File: src/rtl/cache_types_pkg.sv
// Shared types for the cache controller: FSM state encoding and
// the mux-select encodings it drives into the datapath.
package cache_types_pkg;

   typedef enum logic [2:0] {
      S_IDLE      = 3'd0,
      S_LOOKUP    = 3'd1,
      S_WRITEBACK = 3'd2,
      S_ALLOCATE  = 3'd3,
      S_REFETCH   = 3'd4
   } state_t;

   localparam logic ADDR_CPU  = 1'b0;
   localparam logic ADDR_TAG  = 1'b1;
   localparam logic DATA_CPU  = 1'b0;
   localparam logic DATA_PMEM = 1'b1;

endpackage

File: src/rtl/sat_counter.sv
// Saturating up-counter used for cache hit/miss statistics.
module sat_counter #(
   parameter int WIDTH = 16
) (
   input  logic             clk,
   input  logic             rst_n,
   input  logic             inc,
   output logic [WIDTH-1:0] count
);

   always_ff @(posedge clk or negedge rst_n) begin
      if (!rst_n)
         count <= '0;
      else if (inc && (count != '1))
         count <= count + 1'b1;
   end

endmodule

File: src/rtl/cache_control.sv
// Write-back cache controller FSM: lookup, dirty writeback, line
// allocate and refetch, plus hit/miss performance counters.
//
// state     | meaning
// ----------+---------------------------------------------------
// IDLE      | wait for CPU request, read arrays for its set
// LOOKUP    | tag compare; hit completes, miss picks victim path
// WRITEBACK | dirty victim line written to pmem at stored tag
// ALLOCATE  | new line read from pmem and loaded into arrays
// REFETCH   | re-read arrays so the next LOOKUP hits
module cache_control
   import cache_types_pkg::*;
#(
   parameter int CNT_W = 16
) (
   input  logic             clk,
   input  logic             rst_n,
   input  logic             mem_read,
   input  logic             mem_write,
   output logic             mem_resp,
   input  logic             hit,
   input  logic             valid_out,
   input  logic             dirty_out,
   output logic             array_read,
   output logic             tag_load,
   output logic             valid_load,
   output logic             dirty_load,
   output logic             data_load,
   output logic             dirty_in,
   output logic             data_sel,
   output logic             addr_sel,
   output logic             pmem_read,
   output logic             pmem_write,
   input  logic             pmem_resp,
   output logic [CNT_W-1:0] hit_count,
   output logic [CNT_W-1:0] miss_count
);

   state_t state, state_next;
   logic   hit_inc, miss_inc;

   always_ff @(posedge clk or negedge rst_n) begin
      if (!rst_n)
         state <= S_IDLE;
      else
         state <= state_next;
   end

   // Outputs are gated by rst_n so they drop the instant reset asserts,
   // even while a combinational input (mem_read) is still high.
   always_comb begin
      state_next = state;
      mem_resp   = 1'b0;
      array_read = 1'b0;
      tag_load   = 1'b0;
      valid_load = 1'b0;
      dirty_load = 1'b0;
      data_load  = 1'b0;
      dirty_in   = 1'b0;
      data_sel   = DATA_CPU;
      addr_sel   = ADDR_CPU;
      pmem_read  = 1'b0;
      pmem_write = 1'b0;
      hit_inc    = 1'b0;
      miss_inc   = 1'b0;
      if (rst_n) begin
         unique case (state)
            S_IDLE: begin
               if (mem_read || mem_write) begin
                  array_read = 1'b1;
                  state_next = S_LOOKUP;
               end
            end
            S_LOOKUP: begin
               if (hit) begin
                  mem_resp   = 1'b1;
                  hit_inc    = 1'b1;
                  state_next = S_IDLE;
                  if (mem_write) begin
                     data_load  = 1'b1;
                     data_sel   = DATA_CPU;
                     dirty_load = 1'b1;
                     dirty_in   = 1'b1;
                  end
               end else begin
                  miss_inc   = 1'b1;
                  state_next = (valid_out && dirty_out) ? S_WRITEBACK : S_ALLOCATE;
               end
            end
            S_WRITEBACK: begin
               pmem_write = 1'b1;
               addr_sel   = ADDR_TAG;
               if (pmem_resp)
                  state_next = S_ALLOCATE;
            end
            S_ALLOCATE: begin
               pmem_read = 1'b1;
               addr_sel  = ADDR_CPU;
               if (pmem_resp) begin
                  data_load  = 1'b1;
                  data_sel   = DATA_PMEM;
                  tag_load   = 1'b1;
                  valid_load = 1'b1;
                  dirty_load = 1'b1;
                  dirty_in   = 1'b0;
                  state_next = S_REFETCH;
               end
            end
            S_REFETCH: begin
               array_read = 1'b1;
               state_next = S_LOOKUP;
            end
            default: state_next = S_IDLE;
         endcase
      end
   end

   sat_counter #(.WIDTH(CNT_W)) u_hit_cnt (
      .clk   (clk),
      .rst_n (rst_n),
      .inc   (hit_inc),
      .count (hit_count)
   );

   sat_counter #(.WIDTH(CNT_W)) u_miss_cnt (
      .clk   (clk),
      .rst_n (rst_n),
      .inc   (miss_inc),
      .count (miss_count)
   );

endmodule

File: config.mk
export PLATFORM = sky130hd
export DESIGN_NAME = cache_control
export DESIGN_NICKNAME = d
export VERILOG_FILES = /design/src/rtl/cache_types_pkg.sv /design/src/rtl/sat_counter.sv /design/src/rtl/cache_control.sv
export SDC_FILE = /design/constraint.sdc
export NUM_CORES = 1
export LEC_CHECK = 0
export CAP_MARGIN = 20
export CELL_PAD_IN_SITES_DETAIL_PLACEMENT = 1
export CELL_PAD_IN_SITES_GLOBAL_PLACEMENT = 1
export CORE_AREA = 3 3 76 78
export DETAILED_ROUTE_END_ITERATION = 12
export DIE_AREA = 0 0 79 81
export HOLD_SLACK_MARGIN = 0.02
export MAX_ROUTING_LAYER = met4
export PLACE_DENSITY_LB_ADDON = 0.05
export SETUP_SLACK_MARGIN = 0.15
export SYNTH_ARGS = -nofsm -noshare
export SYNTH_HDL_FRONTEND = slang
export SYNTH_HIERARCHICAL = 1
export SYNTH_SLANG_ARGS = --single-unit
File: constraint.sdc
create_clock -name clk -period 2.49 [get_ports clk]
set_input_delay 0.3735 -clock clk [delete_from_list [all_inputs] [get_ports clk]]
set_output_delay 0.3735 -clock clk [all_outputs]
set_load 0.02 [all_outputs]
==> impl_metrics.env, run 1 <==
export IMPL_max_stage_delay_ns=0.58
export IMPL_crit_path_frequent_cell="buf_4"
export IMPL_portBuffers=50
export IMPL_setup_viol=0
export IMPL_num_vias=1651
export IMPL_cp_required_ns=2.64
export IMPL_rsz0062_at_grt="yes"
export IMPL_power_w=0.00175
export IMPL_leakage_nw=1.17
export IMPL_cts_buffers=5
export IMPL_drv_slew=0
export IMPL_ys_seq_elements=35
export IMPL_syn_to_final_growth_pct=35.2
export IMPL_cts_tree="built"
export IMPL_ys_types=40
export IMPL_ctsHoldBuffers=0
export IMPL_clk_pin_slew_worst_paths_ns=0.07
export IMPL_cts_root_buf="clkbuf_8"
export IMPL_max_freq_mhz=434
export IMPL_startpoint="rst_n"
export IMPL_outcome="complete, no violations"
export IMPL_diodes=0
export IMPL_place_gp_congestion=0.859
export IMPL_switchingPower_w=0.000650
export IMPL_synth_nets=184
export IMPL_cp_slowest_cell="clkdlybuf4s50_1"
export IMPL_netlist_instances=174
export IMPL_seq_area_frac_synth_pct=44.6
export IMPL_first_pass_iters=4
export IMPL_hold_violations=0
export IMPL_endpoint_kind="flop"
export IMPL_h_tree_depth=2
export IMPL_cts_buffer_depth=2
export IMPL_finalSetupTns_ns=0
export IMPL_via_per_inst=5.43
export IMPL_intPower_w=0.00110
export IMPL_peakVddDrop_uv=324
export IMPL_grt_pass1_vias=1803
export IMPL_crit_path_max_fanout=5
export IMPL_hp_class="flop to flop"
export IMPL_p_per_area_nw_per_um2=661
export IMPL_cp_top_family="simple AND/OR/NAND/NOR gates"
export IMPL_drt_wirelength_per_cell_um=17.4
export IMPL_nets=243
export IMPL_die_h_um=81
export IMPL_rrSetupSlack_ns=0.33
export IMPL_drc=0
export IMPL_grt_first_pass_wirelength_mm=8.98
export IMPL_worst_pin_slew_ns=0.436
export IMPL_rows=26
export IMPL_antenna_found_initial=0
export IMPL_drv_cap=0
export IMPL_combPwrFrac_pct=32.6
export IMPL_die_w_um=79
export IMPL_min_delay_start="u_hit_cnt/count[15]"
export IMPL_grt_max_degree=36
export IMPL_fin_worst_skew_ns=0.0103
export IMPL_critPathLaunchType="input pin"
export IMPL_worstPathArrival_ns=2.46
export IMPL_die_area_um2=6400
export IMPL_num_io_pins=51
export IMPL_fin_crit_ns=2.30
export IMPL_crit_type="input pin to flop"
export IMPL_finalWirelength_mm=5.30
export IMPL_swShare_pct=37.0
export IMPL_clkPwrFrac_pct=22.4
export IMPL_drtIter0Drc=72
export IMPL_fin_crit_sh_pct=92.6
export IMPL_netlist_area_um2=1960
export IMPL_reg2reg_from="state[2]"
export IMPL_seq_power_share_pct=45.0
export IMPL_slew_headroom_pct=70.2
export IMPL_dpl_hpwl_mm=4.09
export IMPL_postSynthAreaPerCell_um2=11.3
export IMPL_clock_latency_ns=0.28
export IMPL_synth_warning_count=6
export IMPL_worstPathCellList="clkdlybuf4s50_1 > nand3b_1 > buf_4 > nor3b_2 > buf_4 > nand2_1 > nor3_2 > nand4_1 > xnor2_1"
export IMPL_cts_sinks=35
export IMPL_crit_buf_inv=3
export IMPL_gr_usage_all_layers_pct=18.4
export IMPL_drive_above_1_share_pct=15.8
export IMPL_start_util_pct=38.2
export IMPL_core_area_um2=5140
export IMPL_final_antenna_net_count=0
export IMPL_overflow=0
[sequential cells by signal, summed over array words and instances, names as in the netlist]
| signal | count |
|---|---|
| u_miss_cnt/count | 16 |
| state | 3 |
| u_hit_cnt/count | 16 |
[stage by stage]
| stage | area (µm²) | cells | hold WS, ns | setup WS (ns) | utilization (%) |
|---|---|---|---|---|---|
| detailed placement | 2560 | 295 | 0.519 | -0.0213 | 49.9 |
| global placement | 2560 | 295 | 0.509 | 0.0516 | 49.9 |
| floorplan | 1970 | 174 | 0.0779 | 0.351 | - |
| global route | 2650 | 304 | 0.551 | 0.0838 | 51.6 |
| CTS | 2640 | 303 | 0.528 | 0.0471 | 51.3 |
| finish | 2650 | 304 | 0.520 | 0.185 | 51.6 |
[cell usage in the layout (no fill, tap or decap), drive strengths merged]
master / Yosys / final
nand3: 13 / 13
o32a: 1 / 1
and4b: 2 / 2
a31oi: 6 / 6
clkinv: 0 / 1
inv: 2 / 2
a21oi: 8 / 8
nand2: 10 / 10
mux2: 2 / 2
a21o: 1 / 1
nor3: 6 / 6
and3: 4 / 4
o211ai: 2 / 2
o31ai: 2 / 2
o311ai: 1 / 1
dlygate4sd2: 0 / 9
nor3b: 1 / 1
a2111oi: 1 / 1
clkbuf: 0 / 7
ha: 2 / 2
nand3b: 1 / 1
dlymetal6s2s: 0 / 2
xnor2: 10 / 10
xor2: 4 / 4
buf: 4 / 6
dfrtp: 35 / 35
o21a: 10 / 10
nand4: 20 / 20
nor4: 6 / 6
nor2: 8 / 8
o21ai: 3 / 3
nand2b: 1 / 1
a32oi: 2 / 2
clkdlybuf4s50: 0 / 39
and4: 6 / 6
[layout make-up]
cell class | count | area, µm²
clock buffer | 7 | 76.3
clock inverter | 1 | 5.00
fill | 585 | 2490
inverter | 2 | 7.51
multi-input combinational | 133 | 1060
sequential | 35 | 876
tap | 70 | 87.6
timing repair buffer | 56 | 539
[path summary, 6_finish.rpt]
| check | end | cells after the start |
|---|---|---|
| max | u_hit_cnt/count[10] | 9 |
| min in group asynchronous | u_hit_cnt/count[4] | 2 |
| max in group asynchronous | u_miss_cnt/count[13] | 2 |
| max reg2reg | u_hit_cnt/count[10] | 8 |
| min | u_hit_cnt/count[15] | 1 |
| min reg2reg | u_hit_cnt/count[15] | 1 |
[repair_timing]
item	4_1_cts	5_1_grt
pin swaps	1	1
gates resized for setup	10	3
buffers inserted	0	1
setup endpoints to repair	10	2
[synthesized netlist by cell type]
master	count	area [µm²]
a21oi_1	8	40.0
and4b_1	2	20.0
nor2_1	6	22.5
xnor2_1	10	87.6
nand3b_1	1	7.51
nand4_4	2	42.5
a32oi_1	2	17.5
a2111oi_0	1	8.76
ha_1	2	25.0
a21o_2	1	8.76
and4_2	2	20.0
nand2_1	10	37.5
dfrtp_1	35	876
xor2_1	4	35.0
a31oi_1	6	37.5
nand4_2	2	25.0
o311ai_1	1	8.76
nand2b_1	1	6.26
nor3b_1	1	7.51
nand3_1	11	55.1
and4_1	2	17.5
o31ai_4	2	42.5
nor3_2	2	20.0
o21a_1	10	75.1
inv_1	1	3.75
and3_1	4	25.0
inv_2	1	3.75
nor4_4	4	85.1
nor3_1	4	20.0
nor4_2	1	12.5
o211ai_1	2	15.0
o21ai_0	3	15.0
o32a_1	1	10.0
mux2_1	2	22.5
nand4_1	16	100
and4_4	2	22.5
buf_4	4	30.0
nand3_4	2	35.0
nor2_2	2	12.5
nor4_1	1	6.26
[layer usage]
metal	part of all wire, %	GRT usage [%]
met1	42	19.7
met2	55	34.4
met3	2.9	4.21
met4	0.55	4.64
met5	0	-
[power groups by stage]
stage	Sequential, W	Clock [W]	Combinational [W]
floorplan	0.000841	0	0.000250
finish	0.000791	0.000392	0.000572
global placement	0.000791	0	0.000564
global route	0.000809	0.000447	0.000612
CTS	0.000788	0.000418	0.000571
detailed placement	0.000798	0	0.000587
[cells by family after synthesis]
family | share of synthesized area (%)
multiplexers | 1.15
buffers and inverters | 1.91
AND/OR/NAND/NOR | 30.6
adder cells (fa/ha/maj) | 1.27
XOR/XNOR | 6.25
AO/OA/AOI/OAI | 14.2
flip-flops | 44.6
Power figures use the tool's default switching activity.
==> inputs of run 2 (changes only) <==
ABC_AREA = 1   (was default)
ABC_CLOCK_PERIOD_IN_PS = 2490   (was default)
CORE_AREA = 3 3 86 88   (was 3 3 76 78)
DIE_AREA = 0 0 89 91   (was 0 0 79 81)
MAX_ROUTING_LAYER = default   (was met4)
==> run 2 against run 1 <==
  * Cell count is 57% higher
  * Register-to-register slack improved by 0.31 ns
  * Utilization shrank 5.7 points
  * Setup slack gained 0.10 ns
  * Combinational power increased by 75%
  * Power up 40%
  * Critical endpoint is now dirty_in
  * Largest cell class unchanged
==> impl_metrics.env, run 2 <==
export IMPL_syn_to_final_growth_pct=27.4
export IMPL_gr_usage_all_layers_pct=18.1
export IMPL_cts_tree="built"
export IMPL_final_util_pct=45.9
export IMPL_dpl_instance_area_um2=2960
export IMPL_ys_top_cells_by_area="dfrtp_1 36%, nand2_1 22%, nor2_1 5.3%"
export IMPL_hp_class="input pin to asynchronous set/reset pin"
export IMPL_place_gp_congestion=0.774
export IMPL_via_per_inst=4.91
export IMPL_ys_types=23
export IMPL_fin_crit_ns=2.20
export IMPL_die_h_um=91
export IMPL_crit_type="flop to output port"
export IMPL_grt_first_pass_wirelength_mm=11.7
export IMPL_netlist_instances=346
export IMPL_fin_worst_skew_ns=0.00770
export IMPL_synth_most_common_cell="nand2_1"
export IMPL_num_io_pins=51
export IMPL_synthSimpleGateAreaFrac_pct=45.1
export IMPL_finalSetupTns_ns=0
export IMPL_cts_sinks=35
export IMPL_seq_area_frac_synth_pct=36.2
export IMPL_rsz0062_at_grt="no"
export IMPL_drt_wirelength_per_cell_um=14.1
export IMPL_p_per_area_nw_per_um2=798
export IMPL_setup_viol=0
export IMPL_synth_top_family_by_area="simple AND/OR/NAND/NOR gates"
export IMPL_final_cell_mix="141 x nand2_1, 46 x clkdlybuf4s50_1, 35 x dfrtp_1"
export IMPL_drv_slew=0
export IMPL_ys_seq_elements=35
export IMPL_grt_pass1_vias=2375
export IMPL_dpl_hpwl_mm=5.09
export IMPL_synth_adder_area_share_pct=1.03
export IMPL_leakage_nw=1.38
export IMPL_netlist_area_um2=2420
export IMPL_first_pass_iters=4
export IMPL_synthDominantCellAreaShare_pct=36.2
export IMPL_synth_nets=356
export IMPL_portBuffers=50
export IMPL_h_tree_depth=2
export IMPL_fin_crit_sh_pct=88.5
export IMPL_ctsHoldBuffers=0
export IMPL_drtIter0Drc=85
export IMPL_nets=407
export IMPL_endpoint_kind="output port"
export IMPL_num_vias=2345
export IMPL_start_util_pct=36.0
export IMPL_antenna_found_initial=0
export IMPL_synth_edf_count=0
export IMPL_critPathLaunchType="flop"
export IMPL_ys_flop_type="dfrtp_1"
export IMPL_hold_violations=0
export IMPL_peakVddDrop_uv=414
export IMPL_die_w_um=89
export IMPL_cts_buffer_depth=2
export IMPL_overflow=0
export IMPL_clock_latency_ns=0.29
export IMPL_synth_warning_count=6
export IMPL_worst_pin_slew_ns=0.504
export IMPL_rrSetupSlack_ns=0.64
export IMPL_drc=0
export IMPL_crit_path_max_fanout=4
export IMPL_synth_top_area_cell="dfrtp_1"
export IMPL_grt_max_degree=37
export IMPL_postSynthAreaPerCell_um2=6.99
export IMPL_synth_mux_area_share_pct=0
export IMPL_finalWirelength_mm=6.74
export IMPL_cp_required_ns=2.12
export IMPL_final_area_um2=3080
export IMPL_die_area_um2=8100
export IMPL_largestRegisters="u_hit_cnt/count x16, u_miss_cnt/count x16, state x3"
export IMPL_cts_root_buf="clkbuf_8"
export IMPL_final_common_cell="nand2_1"
export IMPL_diodes=0
export IMPL_synth_async_reset_ratio_pct=100
export IMPL_drive_above_1_share_pct=13.1
export IMPL_synthXorXnorAreaFrac_pct=4.34
export IMPL_core_area_um2=6720
export IMPL_final_antenna_net_count=0
export IMPL_drv_cap=0
export IMPL_cts_buffers=5
export IMPL_clk_pin_slew_worst_paths_ns=0.08
export IMPL_worstPathArrival_ns=1.83
export IMPL_rows=30
export IMPL_synth_commonest_cells="141 x nand2_1, 35 x dfrtp_1, 34 x nor2_1"
export IMPL_outcome="complete, no violations"
export IMPL_slew_headroom_pct=66.4
export IMPL_synth_compound_area_share_pct=5.12
export IMPL_max_freq_mhz=454
run 2: cell types whose count changed after synthesis, sizes merged, moves of 6 or more:
cell	before	now
nand2	10	152
nor2	8	51
inv	2	33
o21ai	3	20
o21a	10	0
nand4	20	12
a21oi	8	1
a31oi	6	0
and4	6	0
nor3	6	0
run 2: worst paths after layout:
path | startpoint | to | depth (start not counted)
max reg2reg | state[2] | u_miss_cnt/count[11] | 9
max | state[2] | dirty_in | 6
min reg2reg | state[2] | state[2] | 2
min in group clk | state[2] | state[2] | 2
min | rst_n | u_hit_cnt/count[10] | 2
max in group asynchronous | rst_n | u_hit_cnt/count[6] | 2
run 2: through the flow:
step	power, W	setup slack (ns)	instances	hold WS [ns]
final	0.00246	0.285	478	0.178
after global routing	0.00266	0.153	478	0.216
after CTS	0.00250	0.204	478	0.209
after detailed placement	0.00193	0.0419	470	0.524
after global placement	0.00190	0.0464	470	0.524
after floorplan	0.00151	0.221	346	0.0779
run 2: timing repair:
item,in CTS,in global routing
buffers inserted,0,0
endpoints found under the setup margin,1,2
resized for setup,2,2
hold endpoints to repair,0,0
run 2: per-layer routing:
| layer | GRT usage (%) | vias to the layer above | routed length, µm | share of wire, % |
|---|---|---|---|---|
| met1 | 25.8 | 1119 | 3280 | 49 |
| met2 | 27.4 | 41 | 3170 | 47 |
| met3 | 4.08 | 6 | 234 | 3.5 |
| met4 | 4.71 | 0 | 65 | 0.96 |
| li1 | - | 1179 | - | - |
| met5 | 0 | - | 0 | 0 |
run 2: worst max-delay path, cell delays in order (launching register included):
cell,delay [ns]
dfrtp_1,0.41
inv_2,0.10
nand2_1,0.09
nor2_2,0.13
nand3_1,0.12
nor2_1,0.10
clkdlybuf4s50_1,0.60
run 2: cell families after synthesis:
group / after synthesis
flops: 35
xor+xnor: 12
buf+inv: 41
simple gates: 235
compound gates: 21
fa+ha+maj: 2
run 2: area by class of cell:
cell class	count	area, µm²
Clock buffer	6	82.6
Clock inverter	2	35.0
Fill cell	867	3640
Inverter	33	124
Multi-Input combinational cell	270	1350
Sequential cell	35	876
Tap cell	80	100
Timing Repair Buffer	52	514
run 2: power by group:
group          internal [W]  switching, W  total [W]
registers          0.000697      0.000204   0.000901
logic              0.000422      0.000582    0.00100
clock network      0.000325      0.000231   0.000555
total               0.00144       0.00102    0.00246
==> inputs of run 3 (changes only) <==
CORE_AREA = 3 3 78 80   (was 3 3 86 88)
DIE_AREA = 0 0 81 83   (was 0 0 89 91)
DONT_BUFFER_PORTS = 1   (was default)
==> run 3 against run 2 <==
  * Wire length decreased by 7.7%
  * Combinational power decreased by 42%
  * Clock skew decreased by 0.0028 ns
  * Critical path depth decreased by 2
  * First-iteration DRC count decreased by 31%
  * Global-route usage increased by 2.2 points
  * Via count decreased by 6.9%
  * Critical path type unchanged
  * Critical endpoint is now data_sel
  * Largest power group is now sequential cells
==> impl_metrics.env, run 3 (synthesis results as in run 2) <==
export IMPL_outcome="complete, no violations"
export IMPL_clk_pin_slew_worst_paths_ns=0.08
export IMPL_syn_to_final_growth_pct=6.10
export IMPL_antenna_found_initial=0
export IMPL_use_met3_pct=5.75
export IMPL_drv_cap=0
export IMPL_cts_resized=0
export IMPL_endpoint_kind="output port"
export IMPL_fin_worst_skew_ns=0.00488
export IMPL_setup_viol=0
export IMPL_drv_slew=0
export IMPL_overflow=0
export IMPL_fin_crit_sh_pct=80.7
export IMPL_peakVddDrop_uv=402
export IMPL_via_per_inst=5.19
export IMPL_slew_headroom_pct=52.3
export IMPL_grt_busiest_layer="met2"
export IMPL_fin_crit_ns=2.01
export IMPL_drtIter0Drc=59
export IMPL_rrSetupSlack_ns=0.65
export IMPL_drive_above_1_share_pct=14.6
export IMPL_place_gp_congestion=0.746
export IMPL_rsz0062_at_grt="no"
export IMPL_intPower_w=0.00109
export IMPL_placed_cells=411
export IMPL_cp_required_ns=2.12
export IMPL_hold_ws_ns=0.243
export IMPL_leakage_nw=1.15
export IMPL_final_antenna_net_count=0
export IMPL_rows=27
export IMPL_drt_wirelength_per_cell_um=14.8
export IMPL_min_delay_start="pmem_resp"
export IMPL_max_freq_mhz=498
export IMPL_final_cell_mix="141 x nand2_1, 35 x dfrtp_1, 34 x nor2_1"
export IMPL_grt_max_degree=36
export IMPL_postCtsSetupRepairBufs=0
export IMPL_worstPathCellList="nand3_2 > nor2_4 > nand2_2 > inv_1"
export IMPL_portBuffers=0
export IMPL_switchingPower_w=0.000977
export IMPL_core_area_um2=5470
export IMPL_num_vias=2184
export IMPL_worstPathArrival_ns=1.64
export IMPL_hold_path_endpoint="state[2]"
export IMPL_start_util_pct=44.2
export IMPL_finalSetupTns_ns=0
export IMPL_reg2reg_from="u_miss_cnt/count[0]"
export IMPL_grtUsageMet2_pct=31.7
export IMPL_h_tree_depth=2
export IMPL_cts_tree="built"
export IMPL_cp_top_family="flip-flops"
export IMPL_die_h_um=83
export IMPL_die_w_um=81
export IMPL_combPwrFrac_pct=28.3
export IMPL_nets=358
export IMPL_final_cells=421
export IMPL_hold_path_depth=2
export IMPL_clock_latency_ns=0.29
export IMPL_grt_first_pass_wirelength_mm=10.9
export IMPL_first_pass_iters=4
export IMPL_finalWirelength_mm=6.22
export IMPL_grt_pass1_vias=2238
export IMPL_cts_sinks=35
export IMPL_critPathLaunchType="flop"
export IMPL_cts_buffers=5
export IMPL_p_per_area_nw_per_um2=804
export IMPL_r2r_end="u_miss_cnt/count[2]"
export IMPL_final_util_pct=46.9
export IMPL_n_fill_cell=761
export IMPL_drc=0
export IMPL_reg2reg_depth=7
export IMPL_die_area_um2=6720
export IMPL_crit_path_max_fanout=7
export IMPL_crit_type="flop to output port"
export IMPL_worst_pin_slew_ns=0.712
export IMPL_hold_violations=0
export IMPL_crit_buf_inv=1
export IMPL_swShare_pct=47.3
export IMPL_max_stage_delay_ns=0.51
export IMPL_clkPwrFrac_pct=20.8
export IMPL_seq_power_share_pct=50.9
export IMPL_cts_root_buf="clkbuf_8"
export IMPL_dpl_hpwl_mm=4.77
export IMPL_final_common_cell="nand2_1"
export IMPL_largestRegisters="u_hit_cnt/count x16, u_miss_cnt/count x16, state x3"
export IMPL_num_io_pins=51
export IMPL_diodes=0
export IMPL_cp_slowest_cell="dfrtp_1"
export IMPL_gr_usage_all_layers_pct=20.3
export IMPL_met1_usage_pct=27.3
export IMPL_cts_buffer_depth=2
export IMPL_hp_class="input pin to flop"
## run 3: worst register-to-register path: cells and delay by family, from the launching register on
| family | cells | cell delay, ns |
|---|---|---|
| AO/OA/AOI/OAI | 1 | 0.09 |
| adder cells (fa/ha/maj) | 1 | 0.35 |
| buffers and inverters | 1 | 0.10 |
| flip-flops | 1 | 0.55 |
| AND/OR/NAND/NOR | 4 | 0.65 |
## run 3: metal layers
| metal | up-vias | wire [µm] |
|---|---|---|
| met5 | - | 0 |
| met4 | 0 | 61 |
| met3 | 6 | 340 |
| met2 | 48 | 2910 |
| met1 | 1047 | 2910 |
| li1 | 1083 | - |
## run 3: power by group through the flow
| stage | logic, W | registers, W | clock network (W) |
|---|---|---|---|
| after floorplan | 0.000504 | 0.00100 | 0 |
| after global placement | 0.000554 | 0.00106 | 0 |
| after detailed placement | 0.000576 | 0.00107 | 0 |
| after CTS | 0.000597 | 0.00105 | 0.000445 |
| after global routing | 0.000681 | 0.00109 | 0.000475 |
| final | 0.000585 | 0.00105 | 0.000429 |
## run 3: what timing repair did
action / CTS / global route
endpoints found under the setup margin: 0 / 0
hold buffers: 2 / 0
hold endpoints to repair: 35 / 0
## run 3: layout make-up
cell class | instances | area [µm²] | share of cell area, %
sequential | 35 | 876 | 34.1
inverter | 33 | 124 | 4.82
timing repair buffer | 3 | 37.5 | 1.46
clock buffer | 5 | 68.8 | 2.68
tap | 72 | 90.1 | 3.51
multi-input combinational | 270 | 1350 | 52.6
clock inverter | 3 | 20.0 | 0.780
## run 3: worst max path at each step
stage                          end  cells past startpoint                 from  slack (ns)
2_1_floorplan  u_hit_cnt/count[15]                      8             state[1]        0.22
3_3_place_gp    u_hit_cnt/count[2]                      6   u_hit_cnt/count[0]        0.72
3_5_place_dp   u_miss_cnt/count[2]                      6  u_miss_cnt/count[0]        0.67
4_1_cts                   data_sel                      4             state[1]        0.45
5_1_grt                   data_sel                      4             state[1]        0.33
6_report                  data_sel                      4             state[1]        0.48
## run 3: through the flow
| step | total power, W | cell area, µm² | setup WS (ns) |
|---|---|---|---|
| 2_1_floorplan | 0.00151 | 2420 | 0.221 |
| 3_3_place_gp | 0.00162 | 2450 | 0.715 |
| 3_5_place_dp | 0.00164 | 2450 | 0.667 |
| 4_1_cts | 0.00210 | 2570 | 0.454 |
| 5_1_grt | 0.00224 | 2570 | 0.329 |
| 6_report | 0.00206 | 2570 | 0.481 |
